## src/rtl/vx_exe_issue_arb.sv

```systemverilog
// vx_exe_issue_arb
//   Round-robin arbiter that lets NUM_REQS issue-slot dispatch requesters
//   share one execute-unit block input. One winner per cycle is pushed into
//   a 2-entry elastic buffer. The buffer's registered full flag gates
//   req_ready, so out_ready never reaches req_ready combinationally.
//   The head entry also carries the index of the slot that produced it,
//   which the commit path uses to route results back.
//
//   Optional feature macro: VX_EXE_ARB_PERF_EN
//     defined   -> perf_stalls / perf_conflicts are live 32-bit counters
//     undefined -> both outputs are tied to 0 and no counters are built
module vx_exe_issue_arb #(
  parameter int NUM_REQS   = 4,
  parameter int DATA_WIDTH = 64,
  parameter int SEL_W      = (NUM_REQS > 1) ? $clog2(NUM_REQS) : 1
) (
  input  logic                           clk,
  input  logic                           reset,
  input  logic [NUM_REQS-1:0]            req_valid,
  input  logic [NUM_REQS*DATA_WIDTH-1:0] req_data,
  output logic [NUM_REQS-1:0]            req_ready,
  output logic                           out_valid,
  output logic [DATA_WIDTH-1:0]          out_data,
  output logic [SEL_W-1:0]               out_sel,
  input  logic                           out_ready,
  output logic [31:0]                    perf_stalls,
  output logic [31:0]                    perf_conflicts
);

  // The valid vector is zero-padded to a power of two. Any SEL_W-bit index
  // can then select from it safely, including for non-power-of-2 NUM_REQS.
  localparam int SCAN_W = 1 << SEL_W;

  // ------------------------------------------------------------------
  // Arbitration state and signals
  // ------------------------------------------------------------------
  logic [SEL_W-1:0]      ptr_reg;
  logic [SEL_W-1:0]      ptr_next;
  logic [SCAN_W-1:0]     valid_ext;
  logic [SEL_W-1:0]      scan_idx [NUM_REQS];
  logic                  win_found;
  logic [SEL_W-1:0]      win_idx;
  logic [DATA_WIDTH-1:0] win_data;
  logic                  fire;
  logic                  pop;

  // ------------------------------------------------------------------
  // Output buffer state (2 entries)
  // ------------------------------------------------------------------
  logic [DATA_WIDTH-1:0] data_mem [2];
  logic [SEL_W-1:0]      sel_mem  [2];
  logic                  wr_ptr_reg;
  logic                  rd_ptr_reg;
  logic [1:0]            count_reg;
  logic [1:0]            count_next;
  logic                  full_reg;
  logic                  valid_reg;

  assign valid_ext = SCAN_W'(req_valid);

  // Slot visited at each scan offset: (ptr + offset), wrapped explicitly
  // at NUM_REQS rather than at a power of two.
  for (genvar gi = 0; gi < NUM_REQS; gi++) begin : g_scan
    logic [SEL_W:0] raw;
    assign raw = {1'b0, ptr_reg} + (SEL_W+1)'(gi);
    assign scan_idx[gi] = (raw >= (SEL_W+1)'(NUM_REQS))
                        ? SEL_W'(raw - (SEL_W+1)'(NUM_REQS))
                        : raw[SEL_W-1:0];
  end

  // Pick the first valid slot starting at ptr. The scan runs from the
  // farthest offset back to offset 0, so the closest valid slot wins.
  always_comb begin
    win_found = 1'b0;
    win_idx   = '0;
    for (int k = NUM_REQS - 1; k >= 0; k--) begin
      if (valid_ext[scan_idx[k]]) begin
        win_found = 1'b1;
        win_idx   = scan_idx[k];
      end
    end
  end

  // Route the winner's payload into the buffer write port.
  always_comb begin
    win_data = '0;
    for (int i = 0; i < NUM_REQS; i++) begin
      if (win_idx == SEL_W'(i)) begin
        win_data = req_data[i*DATA_WIDTH +: DATA_WIDTH];
      end
    end
  end

  // Only the winner may be ready. Readiness depends solely on registered
  // state (full flag) and reset, never on out_ready. A write into a full
  // buffer is therefore never offered, even while it is being drained.
  for (genvar gi = 0; gi < NUM_REQS; gi++) begin : g_ready
    assign req_ready[gi] = win_found && (win_idx == SEL_W'(gi))
                           && !full_reg && !reset;
  end

  assign fire = win_found && !full_reg && !reset;
  assign pop  = valid_reg && out_ready;

  // Pointer moves to the slot after the winner, wrapping at NUM_REQS.
  assign ptr_next = (win_idx == SEL_W'(NUM_REQS - 1)) ? '0 : win_idx + SEL_W'(1);

  // Priority pointer register: advances only on a fire.
  always_ff @(posedge clk) begin
    if (reset) begin
      ptr_reg <= '0;
    end else if (fire) begin
      ptr_reg <= ptr_next;
    end
  end

  // Occupancy bookkeeping. A write and a read together leave the count
  // unchanged. A write into a full buffer cannot happen, because fire
  // already requires !full_reg.
  always_comb begin
    count_next = count_reg;
    case ({fire, pop})
      2'b10:   count_next = count_reg + 2'd1;
      2'b01:   count_next = count_reg - 2'd1;
      default: count_next = count_reg;
    endcase
  end

  // Buffer control registers. Reset flushes held entries; they are
  // dropped rather than delivered.
  always_ff @(posedge clk) begin
    if (reset) begin
      wr_ptr_reg <= 1'b0;
      rd_ptr_reg <= 1'b0;
      count_reg  <= 2'd0;
      full_reg   <= 1'b0;
      valid_reg  <= 1'b0;
    end else begin
      if (fire) begin
        wr_ptr_reg <= ~wr_ptr_reg;
      end
      if (pop) begin
        rd_ptr_reg <= ~rd_ptr_reg;
      end
      count_reg <= count_next;
      full_reg  <= (count_next == 2'd2);
      valid_reg <= (count_next != 2'd0);
    end
  end

  // Buffer storage. It has no reset: contents only matter while valid.
  always_ff @(posedge clk) begin
    if (fire) begin
      data_mem[wr_ptr_reg] <= win_data;
      sel_mem[wr_ptr_reg]  <= win_idx;
    end
  end

  // The head entry drives the unit directly from registers. This keeps
  // data and sel stable while the unit stalls.
  assign out_valid = valid_reg;
  assign out_data  = data_mem[rd_ptr_reg];
  assign out_sel   = sel_mem[rd_ptr_reg];

`ifdef VX_EXE_ARB_PERF_EN
  logic [31:0] stalls_reg;
  logic [31:0] conflicts_reg;
  logic        any_valid;
  logic        multi_valid;

  assign any_valid = |req_valid;
  // Clearing the lowest set bit leaves something only if 2+ bits were set.
  assign multi_valid = (req_valid & (req_valid - NUM_REQS'(1))) != '0;

  // Performance counters: stalls = requests pending with no fire;
  // conflicts = two or more slots competing. Both wrap modulo 2^32.
  always_ff @(posedge clk) begin
    if (reset) begin
      stalls_reg    <= '0;
      conflicts_reg <= '0;
    end else begin
      if (any_valid && !fire) begin
        stalls_reg <= stalls_reg + 32'd1;
      end
      if (multi_valid) begin
        conflicts_reg <= conflicts_reg + 32'd1;
      end
    end
  end

  assign perf_stalls    = stalls_reg;
  assign perf_conflicts = conflicts_reg;
`else
  assign perf_stalls    = 32'd0;
  assign perf_conflicts = 32'd0;
`endif

endmodule

```

## config.mk

```make
export PLATFORM = sky130hd
export DESIGN_NAME = vx_exe_issue_arb
export DESIGN_NICKNAME = d
export VERILOG_FILES = /design/src/rtl/vx_exe_issue_arb.sv
export SDC_FILE = /design/constraint.sdc
export NUM_CORES = 1
export LEC_CHECK = 0
export ABC_AREA = 1
export CORE_MARGIN = 4
export CORE_UTILIZATION = 37
export CTS_BUF_LIST = sky130_fd_sc_hd__clkbuf_8
export DETAILED_ROUTE_END_ITERATION = 12
export GPL_TIMING_DRIVEN = 0
export PLACE_DENSITY = 0.75
export SETUP_SLACK_MARGIN = 0.5
export SYNTH_ARGS = -nofsm -noshare
export SYNTH_HDL_FRONTEND = slang
export SYNTH_SLANG_ARGS = --single-unit
```

## constraint.sdc

```tcl
create_clock -name clk -period 7.15 [get_ports clk]
set_clock_uncertainty 0.2 [all_clocks]
set_input_delay 2.145 -clock clk [delete_from_list [all_inputs] [get_ports clk]]
set_output_delay 2.145 -clock clk [all_outputs]
set_load 0.02 [all_outputs]
```

==> flow_summary.ini, run 1 <==
[grt]
grt_pass1_wl_mm = 39.7
grt_pass1_vias = 7282
grt_start_max_net_pins = 64
grt_antenna_before_repair = 0
grt_usage = 0.217
overflow = 0

[cts]
path_clk_slew_ns = 0.08
clock_latency_ns = 0.44
clock-root-buffer = clkbuf_8
clock-sinks = 141
htreeDepth = 4
holdBufCountCts = 0
cts_buffers = 17
cts_buffer_depth = 2
cts_tree = done

[die]
initial_core_util = 0.381
die_area_um2 = 23500
die_h_um = 153
die_x_um = 153
coreArea_um2 = 20500
io_pins = 398
row_count = 52

[pwr]
ir_worst_vdd_uv = 212
leakagePower_nw = 5.03
power_density_nw_per_um2 = 523

[worst_setup_path]
cpPeakStageDelay_ns = 0.50
crit_type = input pin to primary output
r2r-end = data_mem[0][59]
cpLargestDelayFamily = buffers and inverters
crit_path_end_kind = primary output
crit_start = req_valid[3]
worstPathArrival_ns = 4.23
crit_required_ns = 4.81
reg2reg_slack_ns = 3.66
start_kind = input pin
crit_buf_inv = 9
r2r-start = ptr_reg[1]
reg2reg_depth = 18
crit_path_top_delay_cell = clkdlybuf4s50_1
cp_max_fo = 10
crit_chain = clkdlybuf4s50_1, inv_1, nand2_2, nand3_2, nand2_1, inv_1, nand2_1, nand2_1, nand2_2, inv_4, ha_4, buf_12, buf_12, buf_8, inv_1, nor2_1, buf_4

[placed_design]
dp_hpwl_mm = 20.3
port_buffers = 333
globalplace.congestion = 0.911
place_area_um2 = 11800

[timing]
fin_crit_sh = 0.920
setup_violations = 0
slew_violations = 0
grt_setup_unrepaired = no
tightest_slew_ns = 0.800
fin_hold_ws_ns = 0.312
layout_min_cycle_time_ns = 6.58
slew_headroom = 0.466
hold_viol = 0
fmax_ghz = 0.152

[cells_and_area]
reg_top3 = data_mem: 128 flops, sel_mem: 4 flops
syn_to_final_growth_pct = 61.1
largest_reg_flops = 128
stdcell_area_um2 = 12600
diodes = 0
multiInputGateArea_um2 = 3200
fillers = 1742
nets = 1513
area.sequential_um2 = 4140
final_layout_size_suffix_gt1_frac = 0.199
largest_register = data_mem

[hold_path]
hold_path.class = flop to flop
hp-start = rd_ptr_reg
whs_path_depth = 2
hold_end = rd_ptr_reg

[yosys]
syn_area_um2 = 7810
synth_top_area_share = 0.507
ys_seq_area_frac = 0.530
synth_top_area_cell = edfxtp_1
ys_types = 26
ys_ff_latch = 141
syn_avg_cell_area_um2 = 9.68
yosys-top-cells-area = edfxtp_1, nand2_1, mux2_2, buf_4, o21ai_0
yosysWarnings = 0
synth_cells = 807

[job]
drv_cap = 0

[drt]
first_iter_violations = 419
wire_per_inst_um = 17.6
avgViaCountPerCell = 4.79
dr_total_vias = 7307
final_antenna_net_count = 0
drc_errors = 0
totalWireLength_mm = 26.9
first_pass_iters = 5

[status]
status = complete, no violations
cells in the mapped netlist:
cell type	n
conb_1	1
nor2_2	1
a21oi_1	65
o21ai_0	102
a21boi_0	1
nand2_2	11
clkbuf_1	24
buf_6	1
inv_2	2
xnor2_1	1
mux2_2	66
buf_4	72
buf_2	16
edfxtp_1	132
inv_6	1
nand2_4	1
nor3b_1	1
nand2_1	223
nor2_4	2
xor2_1	1
ha_1	5
o21ai_1	29
inv_1	17
nor2_1	14
nand3_1	9
dfxtp_1	9
cells in the final DEF, fill, tap and decap left out, drive strengths merged, types with 2 or more instances in the layout:
cell           instances
clkbuf                40
dfxtp                  9
a21oi                 65
nor2                  17
dlymetal6s2s           2
bufinv                 5
nand2                235
clkinv                 4
nand3                  9
ha                     5
inv                   23
mux2                  66
o21ai                131
edfxtp               132
conb                  64
clkdlybuf4s50        327
clkinvlp               2
buf                  116
report_power, final:
part	internal, mW	switching [mW]
Sequential	1.64	0.0803
Clock	0.415	0.313
Combinational	1.68	2.45
Total	3.73	2.84
routing by layer:
| layer | global-route usage | wire [um] |
|---|---|---|
| met5 | 0 | 0 |
| met3 | 0.0512 | 2100 |
| met4 | 0.0738 | 604 |
| met1 | 0.253 | 10100 |
| met2 | 0.393 | 14000 |
worst register-to-register path, delay by kind of cell, from the launching register on:
| family | cells | cell delay (ns) |
|---|---|---|
| simple gates | 11 | 1.23 |
| buf+inv | 3 | 0.62 |
| compound gates | 3 | 0.52 |
| flops | 1 | 0.49 |
| fa+ha+maj | 1 | 0.18 |
cells by family (layout without fill, tap and decap cells):
kind of cell | count (synthesis) | in the layout | share of synthesized area
AO/OA/AOI/OAI | 197 | 197 | 0.127
XOR/XNOR | 2 | 2 | 0.00224
adder cells (fa/ha/maj) | 5 | 5 | 0.00801
buffers and inverters | 133 | 520 | 0.103
flip-flops | 141 | 141 | 0.530
multiplexers | 66 | 66 | 0.0951
other | 1 | 64 | 0.000480
AND/OR/NAND/NOR | 262 | 262 | 0.135
worst max path at each step:
stage / to / slack [ns] / depth (start not counted)
after floorplan: req_ready[3] / 0.74 / 13
after global placement: data_mem[0][28] / -1.31 / 9
after detailed placement: req_ready[3] / -0.91 / 16
after CTS: req_ready[3] / 0.37 / 16
after global routing: req_ready[3] / 0.47 / 16
final: req_ready[3] / 0.57 / 17
layout make-up:
| type | instances | area share |
|---|---|---|
| inverter | 20 | 0.00676 |
| sequential | 141 | 0.329 |
| tap | 270 | 0.0268 |
| clock buffer | 17 | 0.0186 |
| multi-input combinational | 596 | 0.254 |
| clock inverter | 14 | 0.0173 |
| timing repair buffer | 356 | 0.283 |
| buffer | 113 | 0.0639 |
repair_timing:
| item | in CTS | in global routing |
|---|---|---|
| gates resized for setup | 43 | 23 |
| pin swaps | 2 | 6 |
| buffers inserted | 3 | 17 |
| hold endpoints to repair | 0 | 0 |
| setup endpoints to repair | 4 | 4 |
through the flow:
stage,utilization,cells,setup TNS (ns),setup WS (ns),power [mW]
6_report,0.614,1527,0,0.575,6.58
5_1_grt,0.614,1527,0,0.471,7.06
4_1_cts,0.604,1510,0,0.368,6.44
3_5_place_dp,0.576,1476,-1.55,-0.914,5.56
3_3_place_gp,0.572,1473,-87.61,-1.31,5.46
2_1_floorplan,-,870,0,0.743,4.06
Note: power is estimated with default switching activity, not from simulation.
==> run 2: changes to the inputs <==
--- a/config.mk
+++ b/config.mk
@@ -6,6 +6,7 @@
 export NUM_CORES = 1
 export LEC_CHECK = 0
 export ABC_AREA = 1
+export CORE_ASPECT_RATIO = 0.7
 export CORE_MARGIN = 4
 export CORE_UTILIZATION = 37
 export CTS_BUF_LIST = sky130_fd_sc_hd__clkbuf_8
==> flow_summary.ini, run 2 (synthesized netlist as in run 1, its figures left out) <==
[status]
status = complete, no violations

[cells_and_area]
largest_register = data_mem
stdcell_area_um2 = 12300
syn_to_final_growth_pct = 57.9
nets = 1497
reg_top3 = data_mem: 128 flops, sel_mem: 4 flops
layout_commonest_cell = clkdlybuf4s50_1
utilization = 0.595
largest_reg_flops = 128
final_layout_size_suffix_gt1_frac = 0.185
stdcell_count = 1518
final_cell_mix = clkdlybuf4s50_1, nand2_1, edfxtp_1
diodes = 0

[die]
initial_core_util = 0.376
die_h_um = 130
die_area_um2 = 23500
die_x_um = 182
coreArea_um2 = 20800
row_count = 44
io_pins = 398

[hold_path]
hp-start = rd_ptr_reg
hold_path.class = flop to flop
whs_path_depth = 2

[worst_setup_path]
worstPathArrival_ns = 4.09
r2r-end = data_mem[1][34]
r2r-start = ptr_reg[1]
cp_max_fo = 10
crit_path_end_kind = primary output
crit_required_ns = 4.81
reg2reg_depth = 18
crit_path_top_delay_cell = dlygate4sd2_1
crit_chain = dlygate4sd2_1, inv_1, nand2_1, nand3_1, inv_1, o21ai_0, nand2_1, a21boi_4, ha_2, inv_1, clkbuf_16, buf_6, nor2_1, buf_4
crit_top_cell = inv_1
start_kind = input pin
cpPeakStageDelay_ns = 0.27
reg2reg_slack_ns = 3.86
crit_type = input pin to primary output

[grt]
grt_pass1_vias = 7115
grt_usage = 0.213
overflow = 0
grt_antenna_before_repair = 0
grt_pass1_wl_mm = 39.0
grt_start_max_net_pins = 67

[timing]
setup_tns_ns = 0
fin_hold_ws_ns = 0.314
slew_headroom = 0.388
layout_min_cycle_time_ns = 6.44
slew_violations = 0
fin_crit_sh = 0.901
grt_setup_unrepaired = no
tightest_slew_ns = 0.917
setup_violations = 0
fmax_ghz = 0.155
hold_viol = 0

[cts]
clock-root-buffer = clkbuf_8
cts_buffers = 17
cts_buffer_depth = 2
clock_latency_ns = 0.45
holdBufCountCts = 0
cts_tree = done
path_clk_slew_ns = 0.08
clock-sinks = 141
htreeDepth = 4

[drt]
totalWireLength_mm = 26.2
avgViaCountPerCell = 4.68
first_pass_iters = 6
first_iter_violations = 387
dr_total_vias = 7098
final_antenna_net_count = 0
wire_per_inst_um = 17.3
drc_errors = 0

[pwr]
power_density_nw_per_um2 = 513
leakagePower_nw = 4.93
ir_worst_vdd_uv = 210

[placed_design]
dp_hpwl_mm = 20.0
dp_cells = 1481
port_buffers = 333
place_area_um2 = 11800
globalplace.congestion = 0.930

[job]
drv_cap = 0
run 2: cell types whose count changed in the layout (fill, tap and decap cells not counted), moves of 2 or more:
cell / before / now
nand3_1: 5 / 7
buf_16: 2 / 0
nand2_1: 218 / 220
buf_4: 90 / 77
clkdlybuf4s50_1: 327 / 325
nand3_2: 4 / 2
dlymetal6s2s_1: 2 / 4
buf_6: 5 / 2
inv_6: 3 / 6
inv_8: 0 / 3
bufinv_16: 5 / 1
nand2_2: 16 / 14
run 2: worst max-delay path by stage:
| stage | from | endpoint | slack (ns) | cells after the start |
|---|---|---|---|---|
| global route | req_valid[1] | req_ready[2] | 0.56 | 14 |
| floorplan | req_valid[1] | req_ready[3] | 0.74 | 13 |
| finish | req_valid[1] | req_ready[2] | 0.71 | 14 |
| CTS | req_valid[3] | req_ready[2] | 0.50 | 15 |
| detailed placement | req_valid[1] | req_ready[3] | -0.83 | 16 |
| global placement | req_valid[3] | data_mem[0][37] | -1.33 | 9 |
run 2: routing by layer:
| layer | GRT usage | vias to the layer above | part of all wire |
|---|---|---|---|
| li1 | - | 3497 | - |
| met1 | 0.271 | 3285 | 0.42 |
| met2 | 0.362 | 289 | 0.49 |
| met3 | 0.0609 | 27 | 0.080 |
| met4 | 0.0521 | 0 | 0.015 |
| met5 | 0 | - | 0 |
run 2: worst max-delay path: cells and delay by family:
family | cells | cell delay [ns]
adders and majority gates | 1 | 0.22
AOI/OAI and AO/OA | 2 | 0.36
buffers and inverters | 7 | 0.93
and+or+nand+nor | 4 | 0.43
run 2: power by group:
group,internal (mW),leakage [nW],switching [mW]
Clock,0.288,0.194,0.342
Sequential,1.64,1.33,0.0781
Combinational,1.56,3.41,2.41
Total,3.50,4.93,2.83
run 2: what timing repair did:
action / CTS / global route
pin swaps: 4 / 3
setup endpoints to repair: 3 / 4
resized for setup: 43 / 12
setup buffers: 3 / 2
run 2: layout make-up:
type	instances	area, um2
inverter	20	85.1
tap	276	345
fill	1771	8420
timing repair buffer	340	3410
clock inverter	15	154
buffer	113	801
sequential	141	4140
multi-input combinational	596	3170
clock buffer	17	234
run 2: metrics by stage:
step / setup WS (ns) / total power [mW]
3_3_place_gp: -1.33 / 5.46
5_1_grt: 0.564 / 6.80
4_1_cts: 0.500 / 6.32
2_1_floorplan: 0.743 / 4.06
3_5_place_dp: -0.827 / 5.55
6_report: 0.711 / 6.33
==> run 3: changes to the inputs <==
--- a/config.mk
+++ b/config.mk
@@ -6,13 +6,15 @@
 export NUM_CORES = 1
 export LEC_CHECK = 0
 export ABC_AREA = 1
+export CELL_PAD_IN_SITES_DETAIL_PLACEMENT = 1
+export CELL_PAD_IN_SITES_GLOBAL_PLACEMENT = 2
 export CORE_ASPECT_RATIO = 0.7
 export CORE_MARGIN = 4
-export CORE_UTILIZATION = 37
+export CORE_UTILIZATION = 23
 export CTS_BUF_LIST = sky130_fd_sc_hd__clkbuf_8
 export DETAILED_ROUTE_END_ITERATION = 12
 export GPL_TIMING_DRIVEN = 0
-export PLACE_DENSITY = 0.75
+export PLACE_DENSITY = 0.82
 export SETUP_SLACK_MARGIN = 0.5
 export SYNTH_ARGS = -nofsm -noshare
 export SYNTH_HDL_FRONTEND = slang
==> flow_summary.ini, run 3 (synthesized netlist as in run 1, its figures left out) <==
[status]
status = complete, no violations

[grt]
grt_usage = 0.168
grt_pass1_wl_mm = 47.3
overflow = 0
grt_antenna_before_repair = 2
grt_start_max_net_pins = 37
grt_pass1_vias = 7928

[worst_setup_path]
crit_required_ns = 4.81
worstPathArrival_ns = 4.22
crit_type = input pin to primary output
cp_max_fo = 10
reg2reg_depth = 18
crit_path_end_kind = primary output
start_kind = input pin

[timing]
fin_crit_sh = 0.919
layout_min_cycle_time_ns = 6.57
setup_violations = 0
grt_setup_unrepaired = yes
slew_headroom = 0.365
slew_violations = 0
tightest_slew_ns = 0.950
fmax_ghz = 0.152
hold_viol = 0

[placed_design]
place_area_um2 = 12000
dp_cells = 1641
globalplace.congestion = 0.829
port_buffers = 333
dp_hpwl_mm = 24.7

[cts]
cts_buffer_depth = 2
clock-sinks = 141
htreeDepth = 4
clock_latency_ns = 0.46
cts_buffers = 17
path_clk_slew_ns = 0.09
clock-root-buffer = clkbuf_8
holdBufCountCts = 0
cts_tree = done

[pwr]
power_density_nw_per_um2 = 515
switching_share = 0.456
comb_power_share = 0.635
leakagePower_nw = 4.94
p_clk_frac = 0.100
power.switching_mw = 2.97
ir_worst_vdd_uv = 157
seq_power_share = 0.265
intPower_mw = 3.54
p_total_mw = 6.51

[cells_and_area]
largest_reg_flops = 128
nets = 1501
final_cell_mix = clkdlybuf4s50_1, nand2_1, edfxtp_1
syn_to_final_growth_pct = 61.9
stdcell_count = 1683
reg_top3 = data_mem: 128 flops, sel_mem: 4 flops
largest_register = data_mem
fillers = 3848
final_layout_size_suffix_gt1_frac = 0.190
layout_commonest_cell = clkdlybuf4s50_1
stdcell_area_um2 = 12600

[die]
die_x_um = 228
io_pins = 398
die_h_um = 162
coreArea_um2 = 33500
die_area_um2 = 37000
row_count = 56
initial_core_util = 0.233

[drt]
first_iter_violations = 251
totalWireLength_mm = 31.8
first_pass_iters = 6
dr_total_vias = 7199
wire_per_inst_um = 18.9
final_antenna_net_count = 0
avgViaCountPerCell = 4.28
drc_errors = 0

[job]
drv_cap = 0

[hold_path]
whs_path_depth = 2
hold_path.class = flop to flop
## run 3: worst paths after layout
kind / startpoint / end / slack [ns]
worst max-delay path: req_valid[2] / req_ready[3] / 0.58
worst min-delay path: rd_ptr_reg / rd_ptr_reg / 0.32
worst max register to register: ptr_reg[1] / data_mem[0][47] / 3.89
worst min register to register: rd_ptr_reg / rd_ptr_reg / 0.32
## run 3: per-stage QoR
stage                     hold slack, ns  worst slack (ns)  utilization  TNS [ns]
after floorplan                    0.272             0.743            -         0
after global placement             0.288             -1.86        0.356   -124.29
after detailed placement           0.304             -1.26        0.358     -2.16
after CTS                          0.327             0.452        0.375         0
after global routing               0.392             0.455        0.378         0
final                              0.321             0.581        0.378         0
## run 3: area by class of cell
class                      count  area [um2]  share of cell area
sequential                   141        4140               0.328
timing repair buffer         344        3450               0.273
multi-input combinational    596        3200               0.253
buffer                       113         822              0.0650
tap                          435         544              0.0430
clock buffer                  17         234              0.0185
clock inverter                15         156              0.0124
inverter                      20        85.1             0.00673
antenna                        2        5.00            0.000396
## run 3: what timing repair did
item | CTS | global route
setup buffers | 4 | 4
pin swaps | 4 | 4
resized for setup | 51 | 14
endpoints found under the setup margin | 4 | 3
## run 3: layer usage
layer | share of wire | global-route usage | vias up
met3 | 0.064 | 0.0563 | 24
met4 | 0.013 | 0.0448 | 0
met1 | 0.42 | 0.201 | 3444
met2 | 0.50 | 0.293 | 215
met5 | 0 | 0 | -
li1 | - | - | 3516
## run 3: power groups by stage
stage	sequential (mW)	combinational [mW]	clock, mW
2_1_floorplan	1.73	2.33	0
3_3_place_gp	1.75	3.85	0
3_5_place_dp	1.75	3.98	0
4_1_cts	1.73	4.16	0.681
5_1_grt	1.76	4.60	0.714
6_report	1.73	4.13	0.654
## run 3: worst max-delay path, stage by stage
cell	delay, ns
clkdlybuf4s50_1	0.49
inv_1	0.06
nand2_2	0.09
nand3_2	0.09
inv_2	0.08
nor2_4	0.04
o21ai_2	0.06
nand2_2	0.09
a21boi_4	0.21
ha_4	0.20
buf_12	0.11
buf_12	0.10
clkbuf_16	0.15
inv_1	0.04
nor2_1	0.09
buf_4	0.15
